--- config.mk ---
export PLATFORM = sky130hd
export DESIGN_NAME = vc_fifo
export DESIGN_NICKNAME = d
export VERILOG_FILES = /design/src/rtl/noc_pkg.sv /design/src/rtl/vc_fifo_ctrl.sv /design/src/rtl/vc_fifo.sv
export SDC_FILE = /design/constraint.sdc
export NUM_CORES = 1
export LEC_CHECK = 0
export CAP_MARGIN = 5
export CORE_UTILIZATION = 55
export DETAILED_ROUTE_END_ITERATION = 10
export PLACE_DENSITY = 0.83
export SKIP_LAST_GASP = 1
export SLEW_MARGIN = 15
export SYNTH_ARGS = -nofsm -noshare
export SYNTH_HDL_FRONTEND = slang
export SYNTH_SLANG_ARGS = --single-unit
--- constraint.sdc ---
create_clock -name clk -period 4.84 [get_ports clk]
set_input_delay 0.968 -clock clk [delete_from_list [all_inputs] [get_ports clk]]
set_output_delay 0.968 -clock clk [all_outputs]
set_load 0.1 [all_outputs]
--- src/rtl/noc_pkg.sv ---
// noc_pkg: shared constants and types for the NoC buffering blocks.
//
// Contents:
//   NUM_VC_DEF           default number of virtual channels
//   FIFO_ADDR_WIDTH_DEF  default per-VC FIFO address width (depth = 2**width)
//   FLIT_WIDTH_DEF       default flit width in bits
//   flit_t               flit type at the default width
package noc_pkg;

  localparam int NUM_VC_DEF          = 2;
  localparam int FIFO_ADDR_WIDTH_DEF = 3;
  localparam int FLIT_WIDTH_DEF      = 32;

  typedef logic [FLIT_WIDTH_DEF-1:0] flit_t;

endpackage

--- src/rtl/vc_fifo_ctrl.sv ---
// vc_fifo_ctrl: pointer and occupancy bookkeeping for a single virtual channel.
//
// The caller qualifies push/pop so that they are asserted only when this VC is
// the target. The block decides which requests are accepted and keeps the
// read/write pointers and occupancy. empty/full come only from registered
// occupancy, so they never depend combinationally on push or pop.
//
// Optional feature: when VC_FIFO_COUNT_EN is defined, the occupancy port is
// present.
//
// Ports:
//   clk        clock, rising edge
//   reset      synchronous, active-high
//   push       write request aimed at this VC
//   pop        read request aimed at this VC
//   wr_ptr     slot the next accepted push writes
//   rd_ptr     slot holding the current head entry
//   empty      occupancy == 0
//   full       occupancy == 2**ADDR_WIDTH
//   push_ok    this cycle's push is accepted (storage write enable)
//   occupancy  current entry count (only with VC_FIFO_COUNT_EN)
module vc_fifo_ctrl #(
  parameter int ADDR_WIDTH = 3
) (
  input  logic                  clk,
  input  logic                  reset,
  input  logic                  push,
  input  logic                  pop,
  output logic [ADDR_WIDTH-1:0] wr_ptr,
  output logic [ADDR_WIDTH-1:0] rd_ptr,
  output logic                  empty,
  output logic                  full,
  output logic                  push_ok
`ifdef VC_FIFO_COUNT_EN
  ,
  output logic [ADDR_WIDTH:0]   occupancy
`endif
);

  localparam logic [ADDR_WIDTH:0] FULL_OCC = {1'b1, {ADDR_WIDTH{1'b0}}};

  logic [ADDR_WIDTH:0] occ;
  logic                pop_ok;

  assign empty = (occ == '0);
  assign full  = (occ == FULL_OCC);

  // A full VC still takes a push when the same cycle pops it: the pop frees
  // the slot the push fills. An empty VC never honours a pop, even when a push
  // arrives in the same cycle, so there is no bypass path.
  assign push_ok = push && (!full || pop);
  assign pop_ok  = pop && !empty;

`ifdef VC_FIFO_COUNT_EN
  assign occupancy = occ;
`endif

  // Pointers wrap naturally at 2**ADDR_WIDTH; occupancy is one bit wider so
  // that full and empty are distinguishable.
  always_ff @(posedge clk) begin
    if (reset) begin
      wr_ptr <= '0;
      rd_ptr <= '0;
      occ    <= '0;
    end else begin
      if (push_ok) wr_ptr <= wr_ptr + 1'b1;
      if (pop_ok)  rd_ptr <= rd_ptr + 1'b1;
      case ({push_ok, pop_ok})
        2'b10:   occ <= occ + 1'b1;
        2'b01:   occ <= occ - 1'b1;
        default: occ <= occ;
      endcase
    end
  end

endmodule

--- src/rtl/vc_fifo.sv ---
// vc_fifo: multi-virtual-channel FIFO with shared storage.
//
// Each VC is an independent circular FIFO of 2**ADDR_WIDTH entries. All VCs
// share one storage array addressed by {vc, pointer}. dout is
// first-word-fall-through: it shows the head of VC pop_vc combinationally and
// is undefined while that VC is empty.
//
// Optional feature: define VC_FIFO_COUNT_EN to add the count port.
//
// Ports:
//   clk      clock, rising edge
//   reset    synchronous, active-high; clears pointers and occupancy only
//   push     write request
//   push_vc  target VC of the write
//   din      write data
//   pop      read request
//   pop_vc   VC being read and shown on dout
//   dout     head entry of VC pop_vc
//   empty    per-VC empty flags
//   full     per-VC full flags
//   drop     registered one-cycle pulse after a discarded push
//   count    per-VC occupancy, VC v at [v*(ADDR_WIDTH+1) +: ADDR_WIDTH+1]
//            (only with VC_FIFO_COUNT_EN)
module vc_fifo
  import noc_pkg::*;
#(
  parameter int NUM_VC     = NUM_VC_DEF,
  parameter int ADDR_WIDTH = FIFO_ADDR_WIDTH_DEF,
  parameter int DATA_WIDTH = FLIT_WIDTH_DEF
) (
  input  logic                      clk,
  input  logic                      reset,
  input  logic                      push,
  input  logic [$clog2(NUM_VC)-1:0] push_vc,
  input  logic [DATA_WIDTH-1:0]     din,
  input  logic                      pop,
  input  logic [$clog2(NUM_VC)-1:0] pop_vc,
  output logic [DATA_WIDTH-1:0]     dout,
  output logic [NUM_VC-1:0]         empty,
  output logic [NUM_VC-1:0]         full,
  output logic                      drop
`ifdef VC_FIFO_COUNT_EN
  ,
  output logic [NUM_VC*(ADDR_WIDTH+1)-1:0] count
`endif
);

  localparam int VC_W        = $clog2(NUM_VC);
  localparam int DEPTH       = 1 << ADDR_WIDTH;
  // Sized to the full {vc, pointer} address space so that an out-of-range
  // pop_vc still indexes inside the array (dout is don't-care then).
  localparam int MEM_ENTRIES = (1 << VC_W) * DEPTH;

  logic [DATA_WIDTH-1:0] mem [MEM_ENTRIES];

  logic [ADDR_WIDTH-1:0] wr_ptr [NUM_VC];
  logic [ADDR_WIDTH-1:0] rd_ptr [NUM_VC];
  logic [NUM_VC-1:0]     push_sel;
  logic [NUM_VC-1:0]     pop_sel;
  logic [NUM_VC-1:0]     push_ok;
  logic [ADDR_WIDTH-1:0] wr_ptr_sel;
  logic [ADDR_WIDTH-1:0] rd_ptr_sel;
  logic                  push_accept;

  // A push_vc/pop_vc of NUM_VC or above matches no VC, so the request reaches
  // no controller and is ignored.
  for (genvar v = 0; v < NUM_VC; v++) begin : g_vc
    assign push_sel[v] = push && (push_vc == VC_W'(v));
    assign pop_sel[v]  = pop && (pop_vc == VC_W'(v));

    vc_fifo_ctrl #(
      .ADDR_WIDTH (ADDR_WIDTH)
    ) u_ctrl (
      .clk       (clk),
      .reset     (reset),
      .push      (push_sel[v]),
      .pop       (pop_sel[v]),
      .wr_ptr    (wr_ptr[v]),
      .rd_ptr    (rd_ptr[v]),
      .empty     (empty[v]),
      .full      (full[v]),
      .push_ok   (push_ok[v])
`ifdef VC_FIFO_COUNT_EN
      ,
      .occupancy (count[v*(ADDR_WIDTH+1) +: ADDR_WIDTH+1])
`endif
    );
  end

  // Pick the write pointer of the push target and the read pointer of the
  // displayed VC.
  always_comb begin
    wr_ptr_sel = '0;
    rd_ptr_sel = '0;
    for (int v = 0; v < NUM_VC; v++) begin
      if (push_vc == VC_W'(v)) wr_ptr_sel = wr_ptr[v];
      if (pop_vc == VC_W'(v))  rd_ptr_sel = rd_ptr[v];
    end
  end

  assign push_accept = |push_ok;
  assign dout        = mem[{pop_vc, rd_ptr_sel}];

  // Storage has no reset; a write during reset is suppressed so reset wins
  // over a simultaneous push.
  always_ff @(posedge clk) begin
    if (!reset && push_accept) begin
      mem[{push_vc, wr_ptr_sel}] <= din;
    end
  end

  // Any push that no controller accepted was discarded: full target without a
  // same-VC pop, or an out-of-range target.
  always_ff @(posedge clk) begin
    if (reset) begin
      drop <= 1'b0;
    end else begin
      drop <= push && !push_accept;
    end
  end

endmodule

-- After elaboration in Yosys (flattened, before gate mapping)
Memories as Yosys holds them, arrays and structs flattened.
Cells that the tools add are included.
- register bits after elaboration: 21
- bits in writable memories: 512
- input bits: 38
- output and inout bits: 37
- word-level logic and storage cells: 53
- memories: 1
- memories (name ; depth ; bits a word ; read ports ; clocked after Yosys merged registers in ; wr ports ; line ; RTL):
    mem ; 16 ; 32 ; 1 ; 0 ; 1 ; vc_fifo.sv:54 ; logic [DATA_WIDTH-1:0] mem [MEM_ENTRIES];
- add/subtract/negate cells: 8
- equal/unequal tests: 6
- mux-type cells: 6
- bitwise logic cells: 2
- reduce and logical (&&, ||, !) cells: 23
- operators with widths (kind ; count):
    case mux 4 bit (2 select lines) ; 2
    adder 3 x 1 -> 3 bit (second input constant) ; 4
    logical AND 1 bit ; 10
    adder 4 x 1 -> 4 bit (second input constant) ; 2
    == test 4 bit (second input constant) ; 2
    logical NOT 4 bit ; 2
    subtractor 4 x 1 -> 4 bit (second input constant) ; 2
    logical NOT 1 bit ; 6
    2-to-1 mux 3 bit ; 2
    == test 2 x 1 -> 1 bit (second input constant) ; 2
    == test 2 bit (second input constant) ; 2
    nonzero test 2 bit ; 2
    logical OR 1 bit ; 2
    2-to-1 mux 1 bit ; 2
    inverter 1 bit ; 2
    OR reduction 2 bit ; 1

-- Longest topological paths before layout
Gate-level depths: netlist of run 1.
- depth after elaboration: 8
- gate-level depth with buffers: 11
- depth with buffers taken out: 10

-- Cells and area by module
From an unflattened synthesis of run 1, not the netlist that was laid out.
- cell total of the unflattened synthesis: 1238
- area total of the unflattened synthesis: 20288.2 µm²
- by module, submodules not included (module ; instances ; cells an instance ; area an instance (µm²) ; seq. area each (µm²)):
    vc_fifo ; 1 ; 1124 ; 19219.7 ; 15394.8
    vc_fifo_ctrl ; 2 ; 57 ; 534.3 ; 200.2

-- Worst setup path after synthesis of run 1
OpenSTA, ideal clock, no wires.
- path type: input to register
- from: input pop_vc
- to: memory mem[0][0] (netlist name) (enable)
- setup time: 0.461 ns
- arrival time: 3.752 ns
- required time: 4.379 ns
- setup slack: 0.627 ns
- stages: 5
- path buffers: 1
- cell sequence: buf_4 -> nand2b_1 -> nand2_1 -> nand2b_1 -> nor3_1
- word-level cells in the longest chain between the ends: 8
- ends and longest elaborated chain (what ; line ; RTL):
    start: declaration ; vc_fifo.sv:37 ; input logic [$clog2(NUM_VC)-1:0] pop_vc,
    inverter 1 bit ; - ;
    logical AND 1 bit ; vc_fifo.sv:69 ; assign pop_sel[v] = pop && (pop_vc == VC_W'(v));
    logical OR 1 bit ; vc_fifo_ctrl.sv:51 ; assign push_ok = push && (!full || pop);
    logical AND 1 bit ; vc_fifo_ctrl.sv:51 ;
    OR reduction 2 bit * ; vc_fifo.sv:101 ; assign push_accept = |push_ok;
    logical AND 1 bit * ; vc_fifo.sv:107 ; if (!reset && push_accept) begin
    2-to-1 mux 1 bit * ; vc_fifo.sv:107 ;
    2-to-1 mux 1 bit (implied by the code) * ; vc_fifo.sv:108 ; mem[{push_vc, wr_ptr_sel}] <= din;
    end: declaration ; vc_fifo.sv:54 ;
Every way passes the cells marked *; elsewhere a longest branch is shown, timed or not.

-- Final worst setup path of run 1
- from: input pop_vc
- to: output dout[27]
- word-level cells in the longest chain between the ends: 2
- ends and longest elaborated chain (what ; line ; RTL):
    2-to-1 mux 3 bit ; vc_fifo.sv:97 ; if (pop_vc == VC_W'(v)) rd_ptr_sel = rd_ptr[v];
    memory read (16 x 32 bit) * ; - ;
    end: declaration ; vc_fifo.sv:38 ; output logic [DATA_WIDTH-1:0] dout,
Marks and branches as above.

==> key figures, run 1 <==
Outcome
  • Status: finished, final reports clean

Critical path
  • CP Launch Type: input pin
  • Crit path max fanout: 28
  • Worst R2R End: g_vc[0].u_ctrl.occ[3]
  • Worst Path Required: 3.87 ns
  • Reg-to-reg setup timing slack: 1.85 ns
  • R2r startpoint: g_vc[0].u_ctrl.occ[0]
  • Crit Path Class: in2out
  • CP endpoint kind: output pin
  • Worst Path Arrival: 3.39 ns
  • Worst reg2reg path depth: 9

Global route
  • Remaining Overflow, GRT: 0
  • Pin count of the biggest net entering global routing: 78
  • Initial antenna violation count: 2
  • Global-route wire length before repair: 72130 um
  • Global Route Usage Sum: 25.72%
  • Grt met2 use: 43.70%
  • Vias in the first global route: 12320
  • GRT Max-Usage Layer: met2
  • Met3 usage: 5.114%
  • M1 GR Usage: 32.27%

Timing
  • Final Hold Fails: 0
  • # setup viols final: 0
  • Max_slew headroom: 29.31%
  • Clock skew: 0.01816 ns
  • Max frequency: 229.5 MHz
  • RSZ-0062 raised after global routing: no
  • Tcrit/Tclk final: 90.04%
  • Slew Viols, Final: 0
  • Setup TNS: 0 ns
  • Worst slew pin tran: 1.060 ns
  • Crit path time final: 4.358 ns

Route
  • DRC: 0
  • Drt wl/cell: 25.97 um
  • Via count: 12060
  • Via/cell ratio: 6.493
  • TritonRoute pass-1 iters: 6
  • Final ANT Viol Nets: 0
  • Post-Route WL: 48250 um
  • DR iter-0 viols: 1395

Clocking
  • Clk sinks: 533
  • Post-cts sizing count: 0
  • Buffer depth of the longest clock path: 3
  • CTS tree: done
  • Post-CTS Setup Bufs: 0
  • CTS Buf Count: 50
  • Clock-pin slew on the worst setup and hold paths: 0.06 ns
  • Worst-skew pair later-pin latency: 0.57 ns
  • Htree depth: 2
  • Root Driver: clkbuf_16
  • Hold buffer count at cts: 0

Worst hold path
  • Hold EP: g_vc[1].u_ctrl.occ[3]
  • Worst min-delay path class: reg2reg
  • Hold wc startpoint: g_vc[1].u_ctrl.occ[3]
  • Hold Path Stages: 2

Layout
  • Area grow syn2layout: 17.18%
  • Finished Layout Cells: 1858
  • Fillers: 2235
  • Layout cell share with drive strength beyond 1: 12.25%
  • Layout Nets: 1406

Synthesis
  • Netlist cell types: 39
  • Synth area leaders: edfxtp_1 76%, a22oi_1 3.6%, a21oi_1 2.7%, nand2_1 2.6%, dfxtp_1 2.1%
  • Number of enable flip-flop cells after synthesis: 512
  • Post-synthesis xor/xnor area fraction: 0.5194%
  • Largest family of logic cells by synthesized area: compound AO/OA/AOI/OAI gates
  • Average size of a mapped cell: 15.97 um^2
  • Post-synthesis compound-gate area fraction: 10.62%
  • Synth Instances: 1267
  • Synthesis-stage register bit count: 533
  • Async S/R FF share, synth: 0%
  • Mapped Area: 20240 um^2
  • Most common cell in the netlist: edfxtp_1
  • Yosys warnings: 0
  • Mux cell area share after synthesis: 1.737%
  • Post-Synth Simple-Gate Area: 6.140%
  • Share of the yosys chip area belonging to registers: 78.06%
  • Cell taking the most area after synthesis: edfxtp_1
  • Post-synth net total: 1317
  • Synth top area share: 75.98%
  • Post-synthesis adder-cell area fraction: 0.8162%
  • Main synth FF type: edfxtp_1
  • Synth top cells by count: 512 x edfxtp_1, 139 x nand2_1, 111 x a21oi_1, 96 x a22oi_1, 69 x nand3_1

Place
  • Detailed Place HPWL: 25620 um
  • Input/output buffers: 74
  • Placer Congestion: 0.7587
  • Dpl cells: 1765

Floorplan
  • Row cnt: 69
  • I/O Pins: 75
  • Die ar.: 37560 um^2
  • Core Region: 35910 um^2
  • Initial core utilization: 56.34%
  • Die Width: 193.8 um
  • Die Y: 193.8 um

Power
  • Max rail drop VDD: 0.2596 mV
  • Pwr dens: 422.8 nW/um^2
  • Leak: 0.007786 uW

Flow run
  • Max-cap violations: 0
==> how the worst max path moves through the flow <==
stage          slack [ns]         to  cells after the start  startpoint
2_1_floorplan        0.63  mem[0][0]                      5      pop_vc
3_3_place_gp         0.57   dout[17]                      8      pop_vc
3_5_place_dp         0.53   dout[21]                      7      pop_vc
4_1_cts              0.49   dout[17]                      7      pop_vc
5_1_grt              0.36   dout[17]                      7      pop_vc
6_report             0.48   dout[27]                      8      pop_vc
==> worst max-delay path, stage by stage <==
cell	delay (ns)
clkdlybuf4s50_1	0.45
buf_4	0.21
and3b_2	0.43
buf_12	0.27
a221oi_1	0.38
nand3_1	0.15
a211o_1	0.31
buf_12	0.18
==> report_power, final <==
group          switching [uW]  internal (uW)  leakage, uW
logic                     621            296      0.00219
registers                31.5           5090      0.00478
clock network            1670           2310     0.000818
total                    2320           7700      0.00779
==> final cells by class <==
type | instances | area, um^2 | area share (%)
flip-flops and latches | 533 | 15800 | 66.62
multi-input cells | 645 | 4143 | 17.47
repair buffers | 117 | 1496 | 6.311
clock buffers | 62 | 1360 | 5.736
well taps | 461 | 576.8 | 2.432
clock inverters | 30 | 304.0 | 1.282
inverters | 9 | 33.78 | 0.1425
diodes | 1 | 2.502 | 0.01055
==> metrics by stage <==
step / util, % / worst slack [ns] / instance area (um^2) / hold WS (ns) / total power, uW
after floorplan: - / 0.6267 / 20240 / 0.4602 / 5768
after global placement: 61.39 / 0.5669 / 22050 / 0.4769 / 6109
after detailed placement: 61.39 / 0.5266 / 22050 / 0.4921 / 6131
after CTS: 66.02 / 0.4918 / 23710 / 0.5024 / 10050
after global routing: 66.03 / 0.3615 / 23710 / 0.5315 / 10260
final: 66.03 / 0.4819 / 23710 / 0.5018 / 10030
==> logic make-up after synthesis <==
| family | Yosys count |
|---|---|
| xor+xnor | 12 |
| simple gates | 278 |
| flops | 533 |
| fa+ha+maj | 12 |
| compound gates | 308 |
| buf+inv | 89 |
| mux | 35 |
==> per-layer routing <==
| metal | share of wire (%) | routed length (um) | up-vias |
|---|---|---|---|
| met2 | 50 | 24320 | 770 |
| li1 | - | - | 5164 |
| met3 | 9.8 | 4748 | 117 |
| met4 | 3.3 | 1581 | 2 |
| met5 | 0.027 | 13 | - |
| met1 | 36 | 17580 | 6011 |
==> sequential cells by signal, indices dropped and copies added (netlist names) <==
name	count
mem	512
g_vc.u_ctrl.rd_ptr	6
g_vc.u_ctrl.wr_ptr	6
drop	1
g_vc.u_ctrl.occ	8
==> layout by cell type, fill, tap and decap left out, drive strengths merged, types with 2 or more instances in the layout <==
cell / instances
and3b: 3
xor2: 4
mux2i: 34
ha: 10
o21ai: 2
nor3: 9
clkbuf: 62
or3: 2
xnor2: 8
nor4b: 2
dfxtp: 21
nand3b: 2
nand3: 69
a2bb2oi: 31
nand2b: 5
a22oi: 96
and3: 3
a21oi: 111
edfxtp: 512
nand2: 139
inv: 10
a211o: 32
buf: 75
nor2: 32
bufinv: 6
nor4: 2
or4: 2
a221oi: 33
clkinv: 22
nor3b: 4
fa: 2
clkdlybuf4s50: 42
o31ai: 2
No activity file was read; power rests on OpenSTA's default activity.
==> run 2: changes to the inputs <==
CORE_UTILIZATION = 40   (was 55)
PLACE_DENSITY = 0.66   (was 0.83)
SKIP_LAST_GASP = not set   (was 1)
==> key figures, run 2 (synthesis gave the netlist of run 1 again) <==
Outcome
  • Status: finished, final reports clean (unchanged)

Route
  • DRC: 0 (unchanged)
  • Drt wl/cell: 23.24 um (was 25.97 um)
  • Via/cell ratio: 5.620 (was 6.493)
  • TritonRoute pass-1 iters: 5 (was 6)
  • Via count: 11650 (was 12060)
  • Post-Route WL: 48160 um (was 48250 um)
  • DR iter-0 viols: 1092 (was 1395)
  • Final ANT Viol Nets: 0 (unchanged)

Floorplan
  • I/O Pins: 75 (unchanged)
  • Die Y: 226.9 um (was 193.8 um)
  • Die ar.: 51490 um^2 (was 37560 um^2)
  • Die Width: 226.9 um (was 193.8 um)
  • Row cnt: 82 (was 69)
  • Core Region: 50070 um^2 (was 35910 um^2)
  • Initial core utilization: 40.42% (was 56.34%)

Clocking
  • Htree depth: 2 (unchanged)
  • Root Driver: clkbuf_16 (unchanged)
  • Post-cts sizing count: 0 (unchanged)
  • Clock-pin slew on the worst setup and hold paths: 0.06 ns (about the same)
  • CTS tree: done (unchanged)
  • CTS Buf Count: 51 (was 50)
  • Buffer depth of the longest clock path: 3 (unchanged)
  • Hold buffer count at cts: 0 (unchanged)
  • Post-CTS Setup Bufs: 0 (unchanged)
  • Worst-skew pair later-pin latency: 0.59 ns (was 0.57 ns)
  • Clk sinks: 533 (unchanged)

Timing
  • Clock skew: 0.01111 ns (was 0.01816 ns)
  • Setup TNS: 0 ns (unchanged)
  • Max frequency: 231.6 MHz (was 229.5 MHz)
  • Max_slew headroom: 32.73% (was 29.31%)
  • Worst slew pin tran: 1.006 ns (was 1.060 ns)
  • Slew Viols, Final: 0 (unchanged)
  • Final Hold Fails: 0 (unchanged)
  • # setup viols final: 0 (unchanged)
  • RSZ-0062 raised after global routing: no (unchanged)
  • Final worst slack: 0.5229 ns (was 0.4819 ns)
  • Crit path time final: 4.317 ns (was 4.358 ns)
  • Tcrit/Tclk final: 89.20% (was 90.04%)

Critical path
  • Crit Path Class: in2out (unchanged)
  • Reg-to-reg setup timing slack: 1.78 ns (was 1.85 ns)
  • Critical Path Max Stage Delay: 0.73 ns (was 0.45 ns)
  • Worst Path Arrival: 3.35 ns (was 3.39 ns)
  • CP Cell Sequence: clkdlybuf4s50_1, mux2_4, buf_4, a21oi_1, nand3_1, a211o_1, buf_12 (was clkdlybuf4s50_1, buf_4, and3b_2, buf_12, a221oi_1, nand3_1, a211o_1, buf_12)
  • Worst path top cell family by delay: buffers and inverters (unchanged)
  • CP endpoint kind: output pin (unchanged)
  • Worst path buffer plus inverter count: 3 (was 4)
  • Crit path max fanout: 28 (unchanged)
  • Worst Path Required: 3.87 ns (about the same)
  • R2r startpoint: g_vc[0].u_ctrl.occ[0] (unchanged)
  • Worst R2R End: g_vc[0].u_ctrl.occ[3] (unchanged)
  • Worst reg2reg path depth: 8 (was 9)
  • Slowest-stage cell, CP: clkdlybuf4s50_1 (unchanged)
  • CP Launch Type: input pin (unchanged)

Place
  • Placer Congestion: 0.7337 (was 0.7587)
  • Worst slack at placement: 0.5199 ns (was 0.5266 ns)
  • Input/output buffers: 74 (unchanged)
  • Detailed Place HPWL: 25440 um (was 25620 um)
  • Placed Area: 22350 um^2 (was 22050 um^2)

Layout
  • Area grow syn2layout: 18.22% (was 17.18%)
  • Seq. cell area: 15800 um^2 (unchanged)
  • Fin util: 47.78% (was 66.03%)
  • Highest-count cells in the layout ignoring fill and taps: 512 x edfxtp_1, 139 x nand2_1, 111 x a21oi_1 (unchanged)
  • Layout Nets: 1409 (was 1406)
  • Layout cell share with drive strength beyond 1: 11.94% (was 12.25%)
  • Top Registers: mem: 512 flops, g_vc.u_ctrl.occ: 8 flops (unchanged)
  • Fillers: 4270 (was 2235)
  • Max reg flops: 512 (unchanged)
  • Reg with most FFs: mem (unchanged)
  • Final Cell Area: 23920 um^2 (was 23710 um^2)
  • Commonest non-fill, non-tap cell in the layout: edfxtp_1 (unchanged)
  • Area of the multi-input gates: 4144 um^2 (was 4143 um^2)

Global route
  • Global-route wire length before repair: 71280 um (was 72130 um)
  • Vias in the first global route: 11670 (was 12320)
  • Met3 usage: 3.499% (was 5.114%)
  • GRT Max-Usage Layer: met2 (unchanged)
  • Grt met2 use: 32.07% (was 43.70%)
  • Global Route Usage Sum: 18.97% (was 25.72%)
  • Pin count of the biggest net entering global routing: 65 (was 78)
  • Initial antenna violation count: 2 (unchanged)
  • Remaining Overflow, GRT: 0 (unchanged)
  • M1 GR Usage: 24.78% (was 32.27%)

Power
  • Power Total: 9789 uW (was 10030 uW)
  • Max rail drop VDD: 0.2449 mV (was 0.2596 mV)
  • Pwr dens: 409.2 nW/um^2 (was 422.8 nW/um^2)
  • Leak: 0.007757 uW (was 0.007786 uW)

Worst hold path
  • Hold Path Stages: 2 (unchanged)
  • Hold EP: g_vc[1].u_ctrl.occ[3] (unchanged)
  • Hold wc startpoint: g_vc[1].u_ctrl.occ[3] (unchanged)
  • Worst min-delay path class: reg2reg (unchanged)

Flow run
  • Max-cap violations: 0 (unchanged)
## run 2: worst max path at each step
stage                start        end  slack (ns)  cells after the start
finish              pop_vc   dout[31]        0.52                      7
global route        pop_vc   dout[31]        0.45                      7
CTS                 pop_vc   dout[31]        0.50                      7
detailed placement  pop_vc   dout[29]        0.52                      7
global placement    pop_vc   dout[13]        0.52                      7
floorplan           pop_vc  mem[0][0]        0.63                      5
## run 2: power breakdown
part / internal [uW] / total, uW / switching (uW)
Sequential: 5090 / 5120 / 25.1
Combinational: 295 / 918 / 623
Clock: 2110 / 3750 / 1640
Total: 7500 / 9790 / 2290
## run 2: tightest hold or removal path: cells and delay by family (launching register included)
kind | cells | cell delay (ns)
flip-flops | 1 | 0.33
AO/OA/AOI/OAI | 2 | 0.12
## run 2: metrics by stage
step                      hold WS (ns)  cells
after global routing            0.5293   2072
after detailed placement        0.4943   1978
after global placement          0.4776   1978
after floorplan                 0.4602   1267
final                           0.4957   2072
after CTS                       0.5027   2071
## run 2: area by class of cell
class / count / share of cell area [%]
Antenna cell: 1 / 0.01046
Inverter: 9 / 0.1412
Timing Repair Buffer: 119 / 6.423
Sequential cell: 533 / 66.03
Tap cell: 672 / 3.515
Multi-Input combinational cell: 645 / 17.32
Clock buffer: 65 / 5.769
Clock inverter: 28 / 0.7846
## run 2: routing by layer
| metal | vias up | routed length (um) |
|---|---|---|
| met2 | 414 | 23750 |
| met4 | 2 | 1212 |
| met5 | - | 13 |
| met1 | 5952 | 19920 |
| li1 | 5191 | - |
| met3 | 86 | 3257 |
==> run 3: changes to the inputs <==
PLACE_DENSITY = 0.68   (was 0.66)
clock period = 3.5 ns   (was 4.84 ns; I/O delays follow)
==> key figures, run 3 (synthesis gave the netlist of run 1 again) <==
Timing
  • Tcrit/Tclk final: 95.34%
  • Worst slew pin tran: 0.9678 ns (was 1.006 ns)
  • Slew Viols, Final: 0 (unchanged)
  • Crit path time final: 3.337 ns
  • Max_slew headroom: 35.28% (was 32.73%)
  • Clock skew: 0.02197 ns (was 0.01111 ns)
  • # setup viols final: 0 (unchanged)
  • Setup TNS: 0 ns (unchanged)
  • Final Hold Fails: 0 (unchanged)
  • RSZ-0062 raised after global routing: no (unchanged)
  • Max frequency: 299.7 MHz

Critical path
  • CP endpoint: dout[4] (was dout[31])
  • Worst Path Arrival: 2.64 ns (was 3.35 ns)
  • Worst Path Required: 2.80 ns (was 3.87 ns)
  • Reg-to-reg setup timing slack: 0.71 ns (was 1.78 ns)
  • Worst R2R End: g_vc[0].u_ctrl.occ[3] (unchanged)
  • Crit Path Class: reg2out (was in2out)
  • R2r startpoint: g_vc[0].u_ctrl.occ[0] (unchanged)
  • Crit path max fanout: 8 (was 28)
  • Crit. Startpoint: g_vc[1].u_ctrl.rd_ptr[2] (was pop_vc)
  • CP Launch Type: flop (was input pin)
  • Worst reg2reg path depth: 9 (was 8)
  • CP endpoint kind: output pin (unchanged)

Route
  • Final ANT Viol Nets: 0 (unchanged)
  • Via/cell ratio: 5.597 (was 5.620)
  • TritonRoute pass-1 iters: 5 (unchanged)
  • Via count: 11790 (was 11650)
  • Post-Route WL: 48400 um (was 48160 um)
  • DRC: 0 (unchanged)
  • Drt wl/cell: 22.98 um (was 23.24 um)
  • DR iter-0 viols: 982 (was 1092)

Global route
  • Remaining Overflow, GRT: 0 (unchanged)
  • Global Route Usage Sum: 18.77% (was 18.97%)
  • Global-route wire length before repair: 71390 um (was 71280 um)
  • Pin count of the biggest net entering global routing: 36 (was 65)
  • Vias in the first global route: 11890 (was 11670)
  • Initial antenna violation count: 2 (unchanged)

Power
  • Leak: 0.008149 uW (was 0.007757 uW)
  • Max rail drop VDD: 0.3099 mV (was 0.2449 mV)
  • Power Total: 13720 uW (was 9789 uW)
  • Pwr dens: 554.2 nW/um^2 (was 409.2 nW/um^2)

Layout
  • Top Registers: mem: 512 flops, g_vc.u_ctrl.occ: 8 flops (unchanged)
  • Commonest non-fill, non-tap cell in the layout: edfxtp_1 (unchanged)
  • Area grow syn2layout: 22.30% (was 18.22%)
  • Reg with most FFs: mem (unchanged)
  • Seq. cell area: 15800 um^2 (about the same)
  • Final Cell Area: 24750 um^2 (was 23920 um^2)
  • Highest-count cells in the layout ignoring fill and taps: 512 x edfxtp_1, 139 x nand2_1, 109 x a21oi_1 (was 512 x edfxtp_1, 139 x nand2_1, 111 x a21oi_1)
  • Fillers: 4135 (was 4270)
  • Area of the multi-input gates: 4358 um^2 (was 4144 um^2)
  • Layout Nets: 1448 (was 1409)
  • Layout cell share with drive strength beyond 1: 16.54% (was 11.94%)
  • Max reg flops: 512 (unchanged)

Floorplan
  • Core Region: 50070 um^2 (unchanged)
  • Row cnt: 82 (unchanged)
  • I/O Pins: 75 (unchanged)
  • Die Y: 226.9 um (unchanged)
  • Die ar.: 51490 um^2 (unchanged)
  • Die Width: 226.9 um (unchanged)
  • Initial core utilization: 40.42% (unchanged)

Clocking
  • Clock-pin slew on the worst setup and hold paths: 0.06 ns (about the same)
  • CTS tree: done (unchanged)
  • Hold buffer count at cts: 0 (unchanged)
  • CTS Buf Count: 52 (was 51)
  • Worst-skew pair later-pin latency: 0.61 ns (was 0.59 ns)
  • Clk sinks: 533 (unchanged)
  • Root Driver: clkbuf_16 (unchanged)
  • Htree depth: 2 (unchanged)
  • Buffer depth of the longest clock path: 3 (unchanged)

Worst hold path
  • Hold wc startpoint: g_vc[1].u_ctrl.occ[3] (unchanged)
  • Worst min-delay path class: reg2reg (unchanged)

Place
  • Placed Area: 22770 um^2 (was 22350 um^2)
  • Input/output buffers: 74 (unchanged)
  • Detailed Place HPWL: 27010 um (was 25440 um)
  • Placer Congestion: 0.7516 (was 0.7337)

Outcome
  • Status: finished, final reports clean (unchanged)

Flow run
  • Max-cap violations: 0 (unchanged)
-- run 3: how the worst min path moves through the flow --
stage	end	slack (ns)	cells after the start
3_3_place_gp	g_vc[0].u_ctrl.occ[3]	0.47	2
2_1_floorplan	g_vc[0].u_ctrl.occ[3]	0.46	2
3_5_place_dp	g_vc[1].u_ctrl.occ[3]	0.48	2
5_1_grt	g_vc[1].u_ctrl.occ[3]	0.53	2
4_1_cts	g_vc[1].u_ctrl.occ[3]	0.49	2
6_report	g_vc[1].u_ctrl.occ[3]	0.49	2
-- run 3: layer usage --
| layer | track usage (%) | share of wire [%] | vias up |
|---|---|---|---|
| li1 | - | - | 5252 |
| met1 | 24.15 | 41 | 6005 |
| met2 | 32.13 | 50 | 454 |
| met3 | 2.903 | 6.9 | 74 |
| met4 | 6.800 | 2.4 | 2 |
| met5 | 0 | 0.035 | - |
-- run 3: repair_timing --
action | CTS | global route
resized for setup | 18 | 27
pin swaps | 7 | 16
buffers inserted | 0 | 4
endpoints found under the setup margin | 31 | 32
gates cloned | 1 | 3
-- run 3: power by group --
part / total [uW] / leakage (uW) / internal (uW) / switching (uW)
registers: 7080 / 0.00478 / 7040 / 39.1
clock network: 5310 / 0.000776 / 3040 / 2270
logic: 1320 / 0.00259 / 450 / 870
total: 13700 / 0.00815 / 10500 / 3180
-- run 3: stage by stage --
| step | std cells | utilization (%) | hold WS (ns) | worst slack [ns] |
|---|---|---|---|---|
| detailed placement | 2008 | 45.47 | 0.4824 | -0.1315 |
| finish | 2106 | 49.43 | 0.4924 | 0.1632 |
| CTS | 2098 | 48.91 | 0.4930 | -0.02252 |
| global route | 2106 | 49.43 | 0.5300 | 0.07215 |
| global placement | 2008 | 45.47 | 0.4671 | -0.1282 |
| floorplan | 1267 | - | 0.4602 | -0.4409 |
-- run 3: worst max-delay path, stage by stage, from the launching register on --
cell and delay [ns]:
dfxtp_1 0.55, and3b_4 0.33, clkbuf_16 0.17, a221oi_1 0.27
nand3_1 0.10, a211o_1 0.40, buf_12 0.21
-- run 3: final cells by class --
| cell class | count | share of cell area [%] |
|---|---|---|
| inverters | 9 | 0.1365 |
| multi-input cells | 645 | 17.61 |
| clock inverters | 27 | 0.9404 |
| diodes | 1 | 0.01011 |
| flip-flops and latches | 533 | 63.84 |
| repair buffers | 157 | 8.570 |
| well taps | 672 | 3.398 |
| clock buffers | 62 | 5.496 |
